**config.mk**
```make
export PLATFORM = sky130hd
export DESIGN_NAME = jedro_ram_arbiter
export DESIGN_NICKNAME = d
export VERILOG_FILES = /design/src/rtl/jedro_ram_arbiter.sv
export SDC_FILE = /design/constraint.sdc
export NUM_CORES = 1
export LEC_CHECK = 0
export ABC_AREA = 1
export ABC_CLOCK_PERIOD_IN_PS = 1600
export BUFFER_PORTS_ARGS = -buffer_cell sky130_fd_sc_hd__buf_2
export CORE_AREA = 2 2 121 123
export CTS_CLUSTER_DIAMETER = 60
export DETAILED_ROUTE_END_ITERATION = 12
export DIE_AREA = 0 0 123 125
export GPL_TIMING_DRIVEN = 1
export PLACE_DENSITY = 0.53
export SYNTH_ARGS = -nofsm -noshare
export SYNTH_HDL_FRONTEND = slang
export SYNTH_SLANG_ARGS = --single-unit
export TNS_END_PERCENT = 50
```
**constraint.sdc**
```tcl
create_clock -name clk_i -period 1.6 [get_ports clk_i]
set_input_delay 0.32 -clock clk_i [delete_from_list [all_inputs] [get_ports clk_i]]
set_output_delay 0.32 -clock clk_i [all_outputs]
set_load 0.1 [all_outputs]
```
**src/rtl/jedro_ram_arbiter.sv**
```systemverilog
// Round-robin arbiter sharing one bytewrite RAM between the fetch (m0)
// and load/store (m1) ports, with one outstanding transaction and a watchdog.
module jedro_ram_arbiter #(
    parameter int DATA_WIDTH     = 32,
    parameter int TIMEOUT_CYCLES = 16
) (
    input  logic                  clk_i,
    input  logic                  rst_i,

    input  logic                  m0_stb,
    input  logic [3:0]            m0_we,
    input  logic [DATA_WIDTH-1:0] m0_addr,
    input  logic [DATA_WIDTH-1:0] m0_wdata,
    output logic [DATA_WIDTH-1:0] m0_rdata,
    output logic                  m0_ack,
    output logic                  m0_err,

    input  logic                  m1_stb,
    input  logic [3:0]            m1_we,
    input  logic [DATA_WIDTH-1:0] m1_addr,
    input  logic [DATA_WIDTH-1:0] m1_wdata,
    output logic [DATA_WIDTH-1:0] m1_rdata,
    output logic                  m1_ack,
    output logic                  m1_err,

    output logic                  s_stb,
    output logic [3:0]            s_we,
    output logic [DATA_WIDTH-1:0] s_addr,
    output logic [DATA_WIDTH-1:0] s_wdata,
    input  logic [DATA_WIDTH-1:0] s_rdata,
    input  logic                  s_ack,
    input  logic                  s_err,

    output logic                  timeout_o
);

    typedef enum logic {
        IDLE = 1'b0,
        BUSY = 1'b1
    } state_t;

    localparam logic [7:0] TLIMIT = 8'(TIMEOUT_CYCLES - 1);

    state_t     state;
    state_t     state_nxt;
    logic       grant;
    logic       grant_nxt;
    logic       last;
    logic       last_nxt;
    logic [7:0] tcnt;
    logic [7:0] tcnt_nxt;

    logic busy;
    logic expired;
    logic fin_ack;
    logic fin_err;
    logic done;

    // Reset also masks the outputs so an abandoned transaction never
    // completes toward a master in the reset cycle.
    always_comb begin
        busy    = (state == BUSY) && !rst_i;
        expired = busy && !s_ack && !s_err && (tcnt == TLIMIT);
        fin_err = busy && (s_err || expired);
        fin_ack = busy && s_ack && !s_err;
        done    = fin_err || fin_ack;
    end

    always_comb begin
        s_stb     = 1'b0;
        s_we      = 4'h0;
        s_addr    = '0;
        s_wdata   = '0;
        m0_ack    = 1'b0;
        m0_err    = 1'b0;
        m0_rdata  = '0;
        m1_ack    = 1'b0;
        m1_err    = 1'b0;
        m1_rdata  = '0;
        timeout_o = expired;
        if (busy) begin
            s_stb = 1'b1;
            if (grant) begin
                s_we    = m1_we;
                s_addr  = m1_addr;
                s_wdata = m1_wdata;
            end else begin
                s_we    = m0_we;
                s_addr  = m0_addr;
                s_wdata = m0_wdata;
            end
        end
        if (grant) begin
            m1_ack = fin_ack;
            m1_err = fin_err;
            if (fin_ack) m1_rdata = s_rdata;
        end else begin
            m0_ack = fin_ack;
            m0_err = fin_err;
            if (fin_ack) m0_rdata = s_rdata;
        end
    end

    always_comb begin
        state_nxt = state;
        grant_nxt = grant;
        last_nxt  = last;
        tcnt_nxt  = tcnt;
        unique case (state)
            IDLE: begin
                if (m0_stb || m1_stb) begin
                    state_nxt = BUSY;
                    tcnt_nxt  = 8'd0;
                    // On a tie the master not served last wins.
                    if (m0_stb && m1_stb) grant_nxt = ~last;
                    else                  grant_nxt = m1_stb;
                end
            end
            BUSY: begin
                if (done) begin
                    state_nxt = IDLE;
                    last_nxt  = grant;
                    tcnt_nxt  = 8'd0;
                end else begin
                    tcnt_nxt = tcnt + 8'd1;
                end
            end
            default: state_nxt = IDLE;
        endcase
    end

    always_ff @(posedge clk_i) begin
        if (rst_i) begin
            state <= IDLE;
            grant <= 1'b0;
            last  <= 1'b1;
            tcnt  <= 8'd0;
        end else begin
            state <= state_nxt;
            grant <= grant_nxt;
            last  <= last_nxt;
            tcnt  <= tcnt_nxt;
        end
    end

endmodule
```
After elaboration in Yosys (flattened, before gate mapping) --
Index checks and enable logic that the tools add are counted.
Operators by class: add/subtract/negate cells 1, equal/unequal tests 2, mux-type cells 21, bitwise logic cells 2, reduce and logical (&&, ||, !) cells 16
Operators by type and width (count):
- 32-bit two-way mux | 7
- 8-bit two-way mux | 2
- 8-bit one-hot mux with 2 select lines | 1
- 8-bit by 1-bit adder with 8-bit output (second input constant) | 1
- 8-bit by 4-bit == test with 1-bit output (second input constant) | 1
- 1-bit logical AND | 8
- 1-bit two-way mux | 8
- 4-bit two-way mux | 2
- 2-bit AND reduction | 2
- 1-bit zero test | 3
- 1-bit logical OR | 3
- 2-bit inequality test (second input constant) | 1
- 1-bit NOT | 2
- 1-bit one-hot mux with 2 select lines | 1
Storage, ports and cells: bits in registers 11, input port bits 174, output and inout bits 138, logic and storage cells 46

Depth between registers and ports, before layout --
Gate-level depths: netlist of the first run.
depth in word-level cells 10, depth in mapped cells 10, depth with buffers taken out 9

Least setup slack after synthesis of the first run --
No wires, ideal clock.
kind in2out, from input port rst_i, to output port m1_rdata[1], arrival 3.103 ns, required time 1.280 ns, setup slack -1.823 ns, cell stages on the path 7, buffers on the path 2, cell sequence buf_6 nor2_8 nand3_4 nor2_4 inv_2 buf_6 nor2_1
Between the ends: word-level cells in the longest chain between the ends 6
Ends and longest elaborated chain:
- start, declared | RTL line 8 | input logic rst_i,
- 1-bit zero test | RTL line 62 | busy = (state == BUSY) && !rst_i;
- 1-bit logical AND | RTL line 62
- 1-bit logical AND (2 in series) | RTL line 65 | fin_ack = busy && s_ack && !s_err;
- 32-bit two-way mux | RTL line 96 | if (fin_ack) m1_rdata = s_rdata;
- 32-bit two-way mux | RTL line 93 | if (grant) begin
- end, declared | RTL line 22 | output logic [DATA_WIDTH-1:0] m1_rdata,
Every way passes these cells.

Worst setup path after layout of the first run --
from register state, to output port m1_rdata[6]
Between the ends: word-level cells in the longest chain between the ends 5
Ends and longest elaborated chain:
- start, declared | RTL line 44 | state_t state;
- start signal, assigned | RTL line 139 | state <= state_nxt;
- 1-bit logical AND | RTL line 62
- 1-bit logical AND (2 in series) | RTL line 65
- 32-bit two-way mux | RTL line 96
- 32-bit two-way mux | RTL line 93
Every way passes these cells.

==> reports/results.ini, run 1 <==
[layout]
layout_common_cells = buf_2 (173), nand2_1 (160), buf_12 (154)
syn2layout_area_growth_pct = 272
final_cells = 961
fin_area_um2 = 7890
postLayoutCoreUtil_pct = 55.5
final_common_cell = buf_2
fin_nets = 951
drive_above_1_share_pct = 67.7

[detailed_routing]
ant_nets = 0
dr_wl_met3_um = 1330
wl_per_cell_um = 14.9
drtIter0Drc = 116
num_vias = 4105
drt-total-wl_um = 14300
vias_per_cell = 4.27
highest_layer = met4
drt-pass1-iter-count = 4
met1_length_um = 5090
routed-wl-met2_um = 7580
drc = 0

[critical_path]
cp-startpoint = state
critPathArrivalTime_ps = 1550
path_max_fanout = 9
reg2reg_depth = 9
required_ps = 1280
path_class = flip-flop to output port
cp-start-kind = flip-flop
r2r_start = state
end_kind = output port
r2r-end = tcnt[4]
r2r_slack_ps = 190

[sta]
finalSetupViolCount = 136
setup_tns_ps = -32410
finalClockSkew_ps = 4.20
slew_viol_final = 0
worst_pin_slew_ps = 240
post-route-min-period_ps = 1870
rsz0062_at_grt = true
period_share_pct = 117
fmax_mhz = 533
hold_viol_final = 0
setup_ws_ps = -275
holdWs_ps = 380
slew_headroom_pct = 84.0

[power]
power.density_nw_per_um2 = 381
power.leakage_nw = 3.31
irDropWorstVdd_mv = 0.672
finalPower_mw = 3.01

[place]
dp_hpwl_um = 11300
portBuffers = 311
dpl.cell_count = 946
gp_congestion = 0.837
place_ws_ps = -156
dpl_cell_area_um2 = 7070

[cts]
cts_buffers = 3
clk_latency_ps = 240
h-tree-depth = 1
root_buffer = clkbuf_16
path_clk_slew_ps = 40
clk_path_buf_depth = 2
cts_sinks = 11
tritoncts = built
ctsHoldBuffers = 0

[floorplan]
dieArea_um2 = 15400
rows = 44
start_util_pct = 14.9
die_h_um = 125
die_w_um = 123
core_um2 = 14200
io_pins = 312

[global_route]
overflow = 0
grt_pass1_vias = 4087
grt_max_degree = 34
grt_pass1_wl_um = 21400
antenna_found_initial = 1
globalRouteTotalUtil_pct = 17.5

[synth]
synth_cells = 437
synth_area_leaders = nand2_1 (28%), a21oi_1 (18%), nor2_1 (13%)
synth_area_um2 = 2120
syn_nets = 612
yosysTopAreaCell = nand2_1
yosysSeqAreaShare_pct = 10.4
synth_cell_types = 27
synth_seq_cells = 11
yosysTopAreaCellShare_pct = 28.5
synth.avg_cell_area_um2 = 4.85
synth_warnings = 0

[status]
status = complete, but fails checks
violations = negative setup slack

[min_path]
hp-start = m1_stb
hold_path_depth = 3
holdPathEnd = grant
hold_class = primary input to flip-flop

[flow_run]
cap_violations = 0

-- state kept, by name, summed over array words and instances, names as in the netlist --
name	cells
grant	1
last	1
state	1
tcnt	8
-- power breakdown --
part | internal (mW) | total [mW] | switching, mW
sequential | 0.286 | 0.300 | 0.0138
clock | 0.331 | 0.456 | 0.125
combinational | 0.825 | 2.25 | 1.42
total | 1.44 | 3.01 | 1.56
-- metal layers --
metal | vias up | track usage (%)
met5 | - | 0
met4 | 0 | 3.54
met3 | 26 | 4.61
met2 | 189 | 33.2
met1 | 1857 | 19.1
li1 | 2033 | -
-- timing repair --
action	in CTS	in global routing
pin swaps	13	2
endpoints found under the setup margin	137	137
hold endpoints to repair	0	0
resized for setup	90	11
setup buffers	4	2
cloned	3	1
-- cell families after synthesis --
group / count (synthesis) / synth area share, %
compound gates: 82 / 19.5
fa+ha+maj: 1 / 0.590
buf+inv: 81 / 18.6
simple gates: 261 / 50.5
xor+xnor: 1 / 0.413
flops: 11 / 10.4
-- worst max-delay path by stage --
stage | endpoint | slack [ps]
2_1_floorplan | m1_rdata[10] | -1080
3_3_place_gp | m0_rdata[10] | -130
5_1_grt | m1_rdata[6] | -360
4_1_cts | m0_rdata[15] | -300
3_5_place_dp | m0_rdata[15] | -160
6_report | m1_rdata[6] | -270
-- synth_stat cells (all sizes together) --
cell and number:
a21oi 77, buf 17, clkbuf 15, dfxtp 11
ha 1, inv 49, nand2 162, nand3 11
nand4 7, nor2 80, nor3 1, o21ai 3
o22ai 1, o31ai 1, xor2 1
-- critical path, cell delays in order (launching register included) --
cell and delay [ps]:
dfxtp_2 340, inv_4 50, nor2_8 90, nand3_4 110
nor2_4 140, clkinv_4 110, buf_12 170, nor2_4 110
buf_12 180
-- area by class of cell --
cell class / instances / area (um^2)
Antenna cell: 2 / 5.00
Clock buffer: 3 / 75.1
Clock inverter: 1 / 5.00
Fill cell: 1252 / 6310
Inverter: 49 / 218
Multi-Input combinational cell: 345 / 2790
Sequential cell: 11 / 228
Tap cell: 184 / 230
Timing Repair Buffer: 366 / 4340
No activity file was read; power rests on OpenSTA's default activity.
==> inputs of run 2 (changes only) <==
- ABC_CLOCK_PERIOD_IN_PS: 1600 -> 2200
- REMOVE_ABC_BUFFERS: unset -> 1
- clock period: 1.6 -> 2.2 ns (I/O delays scaled with it)
==> reports/results.ini, run 2 (synthesis results as in run 1) <==
[layout]
syn2layout_area_growth_pct = 189
layout.area.seq_um2 = 221
final_common_cell = buf_2
final_cells = 917
multi_input_area_um2 = 1660
top_register = tcnt
fin_nets = 909
largest_reg_flops = 8
layout_common_cells = buf_2 (174), nand2_1 (161), buf_12 (139)
nFillCells = 1420
drive_above_1_share_pct = 54.2
diodes = 0
fin_area_um2 = 6140

[floorplan]
die_h_um = 125
core_um2 = 14200
start_util_pct = 14.9
die_w_um = 123
io_pins = 312
dieArea_um2 = 15400
rows = 44

[status]
status = finished clean

[min_path]
hold_path_depth = 3
hold_class = primary input to flip-flop

[cts]
h-tree-depth = 1
path_clk_slew_ps = 40
cts_sinks = 11
ctsHoldBuffers = 0
cts_buffers = 3
tritoncts = built
root_buffer = clkbuf_16
clk_latency_ps = 240
clk_path_buf_depth = 2

[place]
gp_congestion = 0.870
dpl.cell_count = 913
dp_hpwl_um = 10500
dpl_cell_area_um2 = 5890
place_ws_ps = 34.0
portBuffers = 311

[sta]
post-route-min-period_ps = 2120
worst_pin_slew_ps = 487
setup_ws_ps = 78.4
slew_headroom_pct = 67.8
rsz0062_at_grt = true
setup_tns_ps = 0
finalSetupViolCount = 0
fmax_mhz = 471
slew_viol_final = 0
hold_viol_final = 0
period_share_pct = 96.4
finalClockSkew_ps = 2.61

[global_route]
grt_pass1_vias = 3485
globalRouteTotalUtil_pct = 15.2
grt_pass1_wl_um = 18700
overflow = 0
antenna_found_initial = 0
grt_max_degree = 64

[flow_run]
cap_violations = 0

[critical_path]
end_kind = output port
reg2reg_depth = 9
path_class = flip-flop to output port
cp-start-kind = flip-flop
path_max_fanout = 63
critPathArrivalTime_ps = 1680
required_ps = 1760

[detailed_routing]
num_vias = 3771
drc = 0
drt-total-wl_um = 12700
wl_per_cell_um = 13.9
vias_per_cell = 4.11
drtIter0Drc = 141
drt-pass1-iter-count = 4
ant_nets = 0

[power]
power.leakage_nw = 2.91
power.density_nw_per_um2 = 304
irDropWorstVdd_mv = 0.184

[run 2: changes by cell type in the layout (fill, tap and decap cells not counted), sizes merged]
cell and change:
diode -2, inv +1, clkinv -2, buf -41
[run 2: critical path, cell delays in order, from the launching register on]
cell and delay [ps]:
dfxtp_2 390, inv_4 180, buf_16 260, nand2_1 120, a21oi_1 240, buf_12 210
[run 2: what timing repair did]
| item | CTS | global route |
|---|---|---|
| setup buffers | 0 | 0 |
| resized for setup | 2 | 58 |
| endpoints found under the hold margin | 0 | 0 |
| setup endpoints to repair | 9 | 76 |
[run 2: final timing paths]
| path | startpoint | endpoint | slack [ps] |
|---|---|---|---|
| setup / recovery | grant | s_addr[2] | 80 |
| hold / removal | m1_stb | grant | 490 |
| setup reg to reg | tcnt[0] | tcnt[3] | 750 |
| hold reg to reg | tcnt[1] | tcnt[1] | 500 |
[run 2: where the power goes]
part | leakage, nW | internal [mW] | switching, mW
registers | 0.0899 | 0.208 | 0.00870
clock network | 0.0382 | 0.243 | 0.0883
logic | 2.78 | 0.462 | 0.855
total | 2.91 | 0.913 | 0.952
[run 2: cell type report]
type	count	area share [%]
well taps	184	3.75
clock buffers	4	1.28
inverters	49	3.16
repair buffers	324	61.2
multi-input cells	345	27.0
flip-flops and latches	11	3.61
[run 2: stage by stage]
stage                     utilization (%)  hold WS (ps)  power [mW]
after global placement               41.5           476        1.52
after detailed placement             41.5           484        1.52
after global routing                 43.2           505        1.95
final                                43.2           487        1.86
after floorplan                         -           456       0.950
after CTS                            42.1           485        1.86
[run 2: routing by layer]
| metal | GRT usage (%) | vias to the layer above | routed length, um |
|---|---|---|---|
| met2 | 29.4 | 130 | 7140 |
| met3 | 2.10 | 8 | 891 |
| met5 | 0 | - | 0 |
| met4 | 2.94 | 0 | 108 |
| met1 | 17.3 | 1691 | 4610 |
| li1 | - | 1942 | - |
